File: src/rtl/icache_pkg.sv
// Shared geometry, FSM encodings and address layout for the direct-mapped icache.
package icache_pkg;

  localparam int unsigned WORD_SIZE        = 32;
  localparam int unsigned BLOCK_SIZE       = 128;
  localparam int unsigned BYTE_SIZE        = 8;
  localparam int unsigned ICACHE_LINES     = 16;
  localparam int unsigned ICACHE_OFF_BITS  = $clog2(BLOCK_SIZE / BYTE_SIZE);
  localparam int unsigned ICACHE_IDX_BITS  = $clog2(ICACHE_LINES);
  localparam int unsigned ICACHE_TAG_BITS  = WORD_SIZE - ICACHE_OFF_BITS - ICACHE_IDX_BITS;
  localparam int unsigned ICACHE_WSEL_BITS = ICACHE_OFF_BITS - 2;
  localparam int unsigned ICACHE_WORDS     = BLOCK_SIZE / WORD_SIZE;

  localparam logic [1:0] ICACHE_IDLE  = 2'd0;
  localparam logic [1:0] ICACHE_FETCH = 2'd1;
  localparam logic [1:0] ICACHE_FILL  = 2'd2;

  typedef struct packed {
    logic [ICACHE_TAG_BITS-1:0]  tag;
    logic [ICACHE_IDX_BITS-1:0]  idx;
    logic [ICACHE_WSEL_BITS-1:0] wsel;
    logic [1:0]                  bsel;
  } icache_addr_t;

  // Line-aligned base address of the block containing addr.
  function automatic logic [WORD_SIZE-1:0] line_base(input logic [WORD_SIZE-1:0] addr);
    return {addr[WORD_SIZE-1:ICACHE_OFF_BITS], {ICACHE_OFF_BITS{1'b0}}};
  endfunction

endpackage

File: src/rtl/icache_word_sel.sv
// Picks one instruction word out of a line; word 0 sits in the most significant bits.
module icache_word_sel
  import icache_pkg::*;
(
  input  logic [BLOCK_SIZE-1:0]       i_line,
  input  logic [ICACHE_WSEL_BITS-1:0] i_wsel,
  output logic [WORD_SIZE-1:0]        o_word_c
);

  always_comb begin
    o_word_c = '0;
    for (int i = 0; i < int'(ICACHE_WORDS); i++) begin
      if (i_wsel == ICACHE_WSEL_BITS'(i)) begin
        o_word_c = i_line[BLOCK_SIZE-1-WORD_SIZE*i -: WORD_SIZE];
      end
    end
  end

endmodule

File: src/rtl/icache.sv
// Direct-mapped read-only instruction cache: 1-cycle hits, FETCH/FILL miss path to instmem.
// Optional ICACHE_STATS_EN adds saturating hit_count / miss_count outputs.
module icache
  import icache_pkg::*;
(
  input  logic                  clk,
  input  logic                  rst,
  input  logic                  cpu_req,
  input  logic [WORD_SIZE-1:0]  cpu_addr,
  input  logic                  cpu_flush,
  output logic                  cpu_ready,
  output logic [WORD_SIZE-1:0]  cpu_inst,
  output logic [WORD_SIZE-1:0]  mem_addr,
  input  logic [BLOCK_SIZE-1:0] mem_block
`ifdef ICACHE_STATS_EN
  ,
  output logic [WORD_SIZE-1:0]  hit_count,
  output logic [WORD_SIZE-1:0]  miss_count
`endif
);

  logic [1:0]                 r_state;
  logic [1:0]                 w_state_nxt;
  logic                       r_ready;
  logic [WORD_SIZE-1:0]       r_inst;
  logic [WORD_SIZE-1:0]       r_mem_addr;
  logic [ICACHE_LINES-1:0]    r_valid;
  logic [BLOCK_SIZE-1:0]      r_data [ICACHE_LINES];
  logic [ICACHE_TAG_BITS-1:0] r_tag  [ICACHE_LINES];
  icache_addr_t               r_addr;

  icache_addr_t               w_req;
  logic                       w_hit;
  logic [BLOCK_SIZE-1:0]      w_hit_line;
  logic [WORD_SIZE-1:0]       w_hit_word;
  logic [WORD_SIZE-1:0]       w_fill_word;
  logic                       w_ready_nxt;
  logic [WORD_SIZE-1:0]       w_inst_nxt;
  logic [WORD_SIZE-1:0]       w_mem_addr_nxt;
  logic                       w_latch;
  logic                       w_fill;
  logic                       w_hit_evt;
  logic                       w_miss_evt;
  logic                       w_unused_bsel;

  assign w_req         = icache_addr_t'(cpu_addr);
  assign w_hit_line    = r_data[w_req.idx];
  assign w_unused_bsel = ^{w_req.bsel, r_addr.bsel};

  // A flush in the same cycle turns any would-be hit into a miss.
  assign w_hit = r_valid[w_req.idx] && (r_tag[w_req.idx] == w_req.tag) && !cpu_flush;

  icache_word_sel u_hit_sel (
    .i_line   (w_hit_line),
    .i_wsel   (w_req.wsel),
    .o_word_c (w_hit_word)
  );

  icache_word_sel u_fill_sel (
    .i_line   (mem_block),
    .i_wsel   (r_addr.wsel),
    .o_word_c (w_fill_word)
  );

  always_ff @(posedge clk) begin
    if (rst) begin
      r_state <= ICACHE_IDLE;
    end else begin
      r_state <= w_state_nxt;
    end
  end

  // Next state plus next values for every registered output.
  always_comb begin
    w_state_nxt    = r_state;
    w_ready_nxt    = 1'b0;
    w_inst_nxt     = r_inst;
    w_mem_addr_nxt = r_mem_addr;
    w_latch        = 1'b0;
    w_fill         = 1'b0;
    w_hit_evt      = 1'b0;
    w_miss_evt     = 1'b0;
    case (r_state)
      ICACHE_IDLE: begin
        if (cpu_req) begin
          if (w_hit) begin
            w_ready_nxt = 1'b1;
            w_inst_nxt  = w_hit_word;
            w_hit_evt   = 1'b1;
          end else begin
            w_state_nxt    = ICACHE_FETCH;
            w_latch        = 1'b1;
            w_mem_addr_nxt = line_base(cpu_addr);
            w_miss_evt     = 1'b1;
          end
        end
      end
      ICACHE_FETCH: begin
        w_state_nxt = cpu_flush ? ICACHE_IDLE : ICACHE_FILL;
      end
      ICACHE_FILL: begin
        w_state_nxt = ICACHE_IDLE;
        if (!cpu_flush) begin
          w_fill      = 1'b1;
          w_ready_nxt = 1'b1;
          w_inst_nxt  = w_fill_word;
        end
      end
      default: begin
        w_state_nxt = ICACHE_IDLE;
      end
    endcase
  end

  always_ff @(posedge clk) begin
    if (rst) begin
      r_ready    <= 1'b0;
      r_inst     <= '0;
      r_mem_addr <= '0;
      r_valid    <= '0;
    end else begin
      r_ready    <= w_ready_nxt;
      r_inst     <= w_inst_nxt;
      r_mem_addr <= w_mem_addr_nxt;
      if (cpu_flush) begin
        r_valid <= '0;
      end else if (w_fill) begin
        r_valid[r_addr.idx] <= 1'b1;
      end
    end
  end

  // Tag/data storage and the latched miss address carry no reset.
  always_ff @(posedge clk) begin
    if (w_latch) begin
      r_addr <= w_req;
    end
    if (w_fill && !rst) begin
      r_data[r_addr.idx] <= mem_block;
      r_tag[r_addr.idx]  <= r_addr.tag;
    end
  end

  assign cpu_ready = r_ready;
  assign cpu_inst  = r_inst;
  assign mem_addr  = r_mem_addr;

`ifdef ICACHE_STATS_EN
  logic [WORD_SIZE-1:0] r_hit_count;
  logic [WORD_SIZE-1:0] r_miss_count;

  // Saturating event counters; only reset clears them.
  always_ff @(posedge clk) begin
    if (rst) begin
      r_hit_count  <= '0;
      r_miss_count <= '0;
    end else begin
      if (w_hit_evt && (r_hit_count != '1)) begin
        r_hit_count <= r_hit_count + WORD_SIZE'(1);
      end
      if (w_miss_evt && (r_miss_count != '1)) begin
        r_miss_count <= r_miss_count + WORD_SIZE'(1);
      end
    end
  end

  assign hit_count  = r_hit_count;
  assign miss_count = r_miss_count;
`else
  logic w_unused_evt;
  assign w_unused_evt = w_hit_evt ^ w_miss_evt;
`endif

endmodule

File: config.mk
export PLATFORM = sky130hd
export DESIGN_NAME = icache
export DESIGN_NICKNAME = d
export VERILOG_FILES = /design/src/rtl/icache_pkg.sv /design/src/rtl/icache_word_sel.sv /design/src/rtl/icache.sv
export SDC_FILE = /design/constraint.sdc
export NUM_CORES = 2
export LEC_CHECK = 0
export ABC_AREA = 1
export BUFFER_PORTS_ARGS = -buffer_cell sky130_fd_sc_hd__buf_2
export CAP_MARGIN = 5
export CELL_PAD_IN_SITES_DETAIL_PLACEMENT = 1
export CELL_PAD_IN_SITES_GLOBAL_PLACEMENT = 2
export CORE_MARGIN = 2
export CORE_UTILIZATION = 34
export CTS_BUF_LIST = sky130_fd_sc_hd__clkbuf_8
export CTS_CLUSTER_SIZE = 30
export DETAILED_ROUTE_END_ITERATION = 8
export PLACE_DENSITY = 0.71
export SYNTH_ARGS = -nofsm -noshare
export SYNTH_HDL_FRONTEND = slang
export SYNTH_HIERARCHICAL = 1
export SYNTH_SLANG_ARGS = --single-unit
export TNS_END_PERCENT = 30
File: constraint.sdc
create_clock -name clk -period 18.25 [get_ports clk]
set_input_delay 0.9125 -clock clk [delete_from_list [all_inputs] [get_ports clk]]
set_output_delay 0.9125 -clock clk [all_outputs]
set_load 0.03 [all_outputs]
== Yosys cells after proc, flatten, opt, wreduce, memory -nomap -nowiden ==
Memories as Yosys holds them, arrays and structs flattened.
Index checks and enable logic that the tools add are counted.
Storage, ports and cells
  output and inout port bits: 65
  flip-flop bits (word level): 109
  logic and storage cells: 72
  memories kept: 2
  bits in writable memories: 2432
Cells by class
  reductions and logical operators: 14
  order comparisons: 3
  equal/unequal tests: 13
  mux-type cells: 30
  bitwise gates (word level): 2
Memories
  r_data: depth 16, bits a word 128, rd ports 1, clocked after Yosys merged registers in 0, wr ports 1, RTL line icache.sv:28  | logic [BLOCK_SIZE-1:0] r_data [ICACHE_LINES];
  r_tag: depth 16, bits a word 24, rd ports 1, clocked after Yosys merged registers in 0, wr ports 1, RTL line icache.sv:29  | logic [ICACHE_TAG_BITS-1:0] r_tag [ICACHE_LINES];
Operator list (count)
  two-way mux 32 bit: 11
  one-hot mux 32 bit (2 select lines): 1
  equality test 24 bit: 1
  OR 16 bit: 1
  two-way mux 1 bit: 11
  equality test 2 bit, second input constant: 5
  < comparator 4 x 5 -> 1 bit, second input constant: 2
  != test 2 bit, second input constant: 4
  equality test 2 x 1 -> 1 bit, second input constant: 3
  logical NOT 2 bit: 3
  two-way mux 2 bit: 3
  binary-select mux 1 bit (select 4 bit): 1
  demux 1 bit (select 4 bit): 1
  greater-or-equal comparator 4 x 1 -> 1 bit, second input constant: 1
  logical AND 1 bit: 4
  one-hot mux 2 bit (2 select lines): 1
  AND reduction 4 bit: 1
  AND reduction 3 bit: 1
  logical NOT 1 bit: 2
  one-hot mux 1 bit (2 select lines): 1
  AND reduction 2 bit: 1
  nonzero test 2 bit: 1
  OR reduction 2 bit: 1
  inverter 1 bit: 1

== Longest topological paths before layout ==
  depth after elaboration: 8
  depth in mapped cells: 23

== Cells and area by module ==
Netlist, hierarchy kept.
Modules (own cells, without submodules)
  icache: instances 1, area an instance 99117.6 um^2, seq. area each 75512.4 um^2, cells each 7605
  icache_word_sel: instances 2, area an instance 968.4 um^2, seq. area each 0.0 um^2, cells each 186

== Least setup slack after synthesis ==
No wires, ideal clock.
  path type: in2reg
  from: input rst
  to: memory r_data[12][0], enable pin
  library setup time: 1.036 ns
  buffers on the path: 1
  path slack: 1.725 ns
  required time: 17.214 ns
  cell stages on the path: 2
  data arrival time: 15.489 ns
  path through: clkbuf_1 nor4_1
On the way
  word-level cells in the longest chain between the ends: 4
Ends and longest elaborated chain
  start, declared: RTL line icache.sv:7  | input logic rst,
  logical NOT 1 bit: RTL line icache.sv:138  | if (w_fill && !rst) begin
  logical AND 1 bit: RTL line icache.sv:138
  two-way mux 1 bit: RTL line icache.sv:138
  two-way mux 1 bit (not written as such): RTL line icache.sv:139  | r_data[r_addr.idx] <= mem_block;
  end, declared: RTL line icache.sv:28
No other way between the ends.

== Worst setup path after layout ==
  from: input cpu_addr[4]
  to: register r_inst[0], in the netlist cpu_inst[0]
RTL lines
  start, declared: RTL line icache.sv:9  | input logic [WORD_SIZE-1:0] cpu_addr,
  memory (16 x 128 bit)
  named net w_hit_line[0]: RTL line icache.sv:34  | logic [BLOCK_SIZE-1:0] w_hit_line;
  two-way mux 32 bit: RTL line icache_word_sel.sv:13  | if (i_wsel == ICACHE_WSEL_BITS'(i)) begin
  named net w_hit_word[0]: RTL line icache.sv:35  | logic [WORD_SIZE-1:0] w_hit_word;
  two-way mux 32 bit: RTL line icache.sv:86  | if (w_hit) begin
  two-way mux 32 bit: RTL line icache.sv:85  | if (cpu_req) begin
  one-hot mux 32 bit (2 select lines): RTL line icache.sv:83  | case (r_state)
  end signal, assigned: RTL line icache.sv:123  | r_inst <= w_inst_nxt;
  end, declared: RTL line icache.sv:25  | logic [WORD_SIZE-1:0] r_inst;
The timed path passes the listed nets, and every way through them passes these cells. The select of a mux whose other input is x is not followed.
A chain may end at the register's enable or synchronous reset.

==> reports/metrics.yaml <==
sta:
  rsz0062_at_grt: "no"
  worst_pin_slew_ps: 1200
  setup_viol: 0
  finalSetupTns_ps: 0
  maxSlewViolCount: 0
  finalHoldViolCount: 0
  period_share: 0.370
  timing.fmax_ghz: 0.148
  period_needed_ps: 6750
  maxSlewHeadroom: 0.202
  skew_ps: 67.5
critical_path:
  end_kind: "register"
  crit_required_ps: 19220
  crit_path_top_delay_cell: "buf_4"
  cp_cell_sequence: "buf_8 -> buf_4 -> buf_4 -> buf_4 -> buf_4 -> buf_4 -> o21ai_0 -> o221ai_1 -> o21ai_0 -> o22ai_1 -> nand3_1 -> nand4_1 -> nand2_1 -> nand2_1 -> nor2_1 -> nor2_1"
  critPathMaxFanout: 93
  crit_top_cell: "buf_4"
  cpPeakStageDelay_ps: 960
  critPathLaunchType: "primary input"
  crit_arrival_ps: 7720
  cp_num_buf_inv: 6
  path_class: "in2reg"
  path_delay_family: "buffers and inverters"
cells_and_area:
  area_growth_pct: 12.6
  final_common_cell: "edfxtp_1"
  multi_input_area_mm2: 0.0225
  mostFrequentLayoutCells: "edfxtp_1 (2462), nor2_1 (1316), o21ai_0 (1175)"
  nNetsFinal: 8342
  ff_latch_area_mm2: 0.0755
  fin_util: 0.384
  fill_cells: 31400
  drive_above_1_share: 0.105
placed_design:
  routabilityCongestion: 0.739
  portBuffers: 222
  hpwl_um: 176000
detailed_routing:
  drt_iter0_drc: 5754
  post-route-drc-count: 0
  viasPerCell: 5.51
  ant_nets: 0
  dr.pass1.iters: 9
  routed_wirelength_um: 343000
  wl_per_cell_um: 27.5
  vias: 68800
global_route:
  grt_antenna_before_repair: 79
  track_usage: 0.222
  grt_max_degree: 208
  grt_pass1_wl_um: 495000
  grt_pass1_vias: 70700
  grt.overflow.total: 0
clocking:
  cts-root-buf: "clkbuf_8"
  clock_latency_ps: 1070
  cts.sinks: 2541
  cts_setup_buffers: 0
  cts_tree: "built"
  cts_resized: 0
  clock_path_buffers: 4
  path_clk_slew_ps: 60
  cts_inserted_buffers: 431
  cts_max_level: 5
  hold_buffers: 0
yosys:
  yosysWarnings: 6
  synth-seq-cells: 2541
  syn_avg_cell_area_um2: 12.7
  syn_inst: 7977
  syn_area_mm2: 0.101
  seq_area_frac_synth: 0.747
  ys_types: 29
floorplanning:
  core_mm2: 0.296
  die-area_mm2: 0.302
  die_y_um: 549
  start_util: 0.341
  rows: 200
  fp.dieW_um: 549
  ios: 229
power:
  leakage_nw: 38.0
  irDropWorstVdd_v: 0.0000755
  power_density_mw_per_mm2: 105
hold_path:
  hold_path_class: "in2reg"
outcome:
  status: "complete, no violations"
run:
  maxCapViolCount: 0
sequential cells by signal, summed over array words and instances, names as in the netlist:
name	flops
r_tag	384
r_data	2048
r_state	2
r_valid	16
cpu_inst	32
r_addr	30
cpu_ready	1
mem_addr	28
cell type report:
cell class,instances,share of cell area
sequential,2541,0.664
multi-input combinational,4689,0.198
inverter,163,0.00582
clock buffer,457,0.0553
antenna,16,0.000352
tap,3939,0.0433
clock inverter,331,0.0139
timing repair buffer,352,0.0202
synth_stat cells:
| cell type | number | area (µm²) |
|---|---|---|
| a21oi_1 | 22 | 110 |
| inv_1 | 155 | 582 |
| conb_1 | 1 | 3.75 |
| o211ai_1 | 98 | 736 |
| inv_2 | 5 | 18.8 |
| dfxtp_1 | 79 | 1580 |
| nand3_1 | 532 | 2660 |
| clkbuf_1 | 410 | 1540 |
| mux2i_1 | 10 | 100 |
| buf_1 | 32 | 120 |
| nor3_1 | 4 | 20.0 |
| edfxtp_1 | 2462 | 73900 |
| buf_4 | 47 | 353 |
| nor2_2 | 2 | 12.5 |
| buf_2 | 82 | 410 |
| nor4_1 | 1 | 6.26 |
| o32ai_1 | 6 | 52.6 |
| o22ai_1 | 340 | 2130 |
| o21ai_0 | 1175 | 5880 |
| clkinv_1 | 2 | 7.51 |
| inv_6 | 1 | 8.76 |
| nor2_1 | 1330 | 4990 |
| o21ai_1 | 9 | 45.0 |
| o221ai_1 | 211 | 1850 |
| nand4_1 | 64 | 400 |
| nand2_1 | 876 | 3290 |
| buf_6 | 16 | 180 |
| nand3b_1 | 3 | 22.5 |
| o31ai_1 | 2 | 15.0 |
per-layer routing:
metal,track usage,vias up,wire (µm)
met1,0.295,36000,147000
li1,-,29900,-
met2,0.373,2164,165000
met3,0.0321,645,19300
met4,0.0757,38,11500
met5,0,-,258
cell families (layout without fill, tap and decap cells):
| logic type | after synthesis | count (layout) | synth area share |
|---|---|---|---|
| multiplexers | 10 | 10 | 0.000991 |
| AO/OA/AOI/OAI | 1863 | 1863 | 0.107 |
| buffers and inverters | 750 | 1303 | 0.0319 |
| AND/OR/NAND/NOR | 2812 | 2812 | 0.113 |
| other | 1 | 20 | 0.0000371 |
| flip-flops | 2541 | 2541 | 0.747 |
worst paths after layout:
kind	startpoint	to	slack, ps	cells past startpoint
worst min-delay path	cpu_addr[27]	r_addr[27]$_DFFE_PP_	130	1
worst max-delay path	cpu_addr[4]	cpu_inst[0]$_SDFFE_PP0P_	11500	16
worst max register to register	r_state[1]$_SDFFE_PP0P_	r_data[13][23]$_DFFE_PP_	12490	12
worst min register to register	r_valid[11]$_SDFFE_PP0P_	r_valid[11]$_SDFFE_PP0P_	450	2
power by group:
group          internal (W)  leakage, nW  switching (W)  total, W
clock               0.00238         4.64        0.00238   0.00476
sequential          0.00641         22.8      0.0000185   0.00643
combinational      0.000173         10.6       0.000550  0.000724
metrics by stage:
stage / setup WS (ps) / power [W] / cells / area (µm²) / hold slack [ps]
global route: 11050 / 0.0123 / 12500 / 114000 / 88.3
CTS: 11580 / 0.0120 / 12500 / 114000 / 15.4
global placement: 10480 / 0.00725 / 11700 / 106000 / 438
floorplan: 1730 / 0.00695 / 7980 / 101000 / 430
finish: 11500 / 0.0119 / 12500 / 114000 / 134
detailed placement: 10410 / 0.00727 / 11700 / 106000 / 443
(Power assumes the default switching activity.)
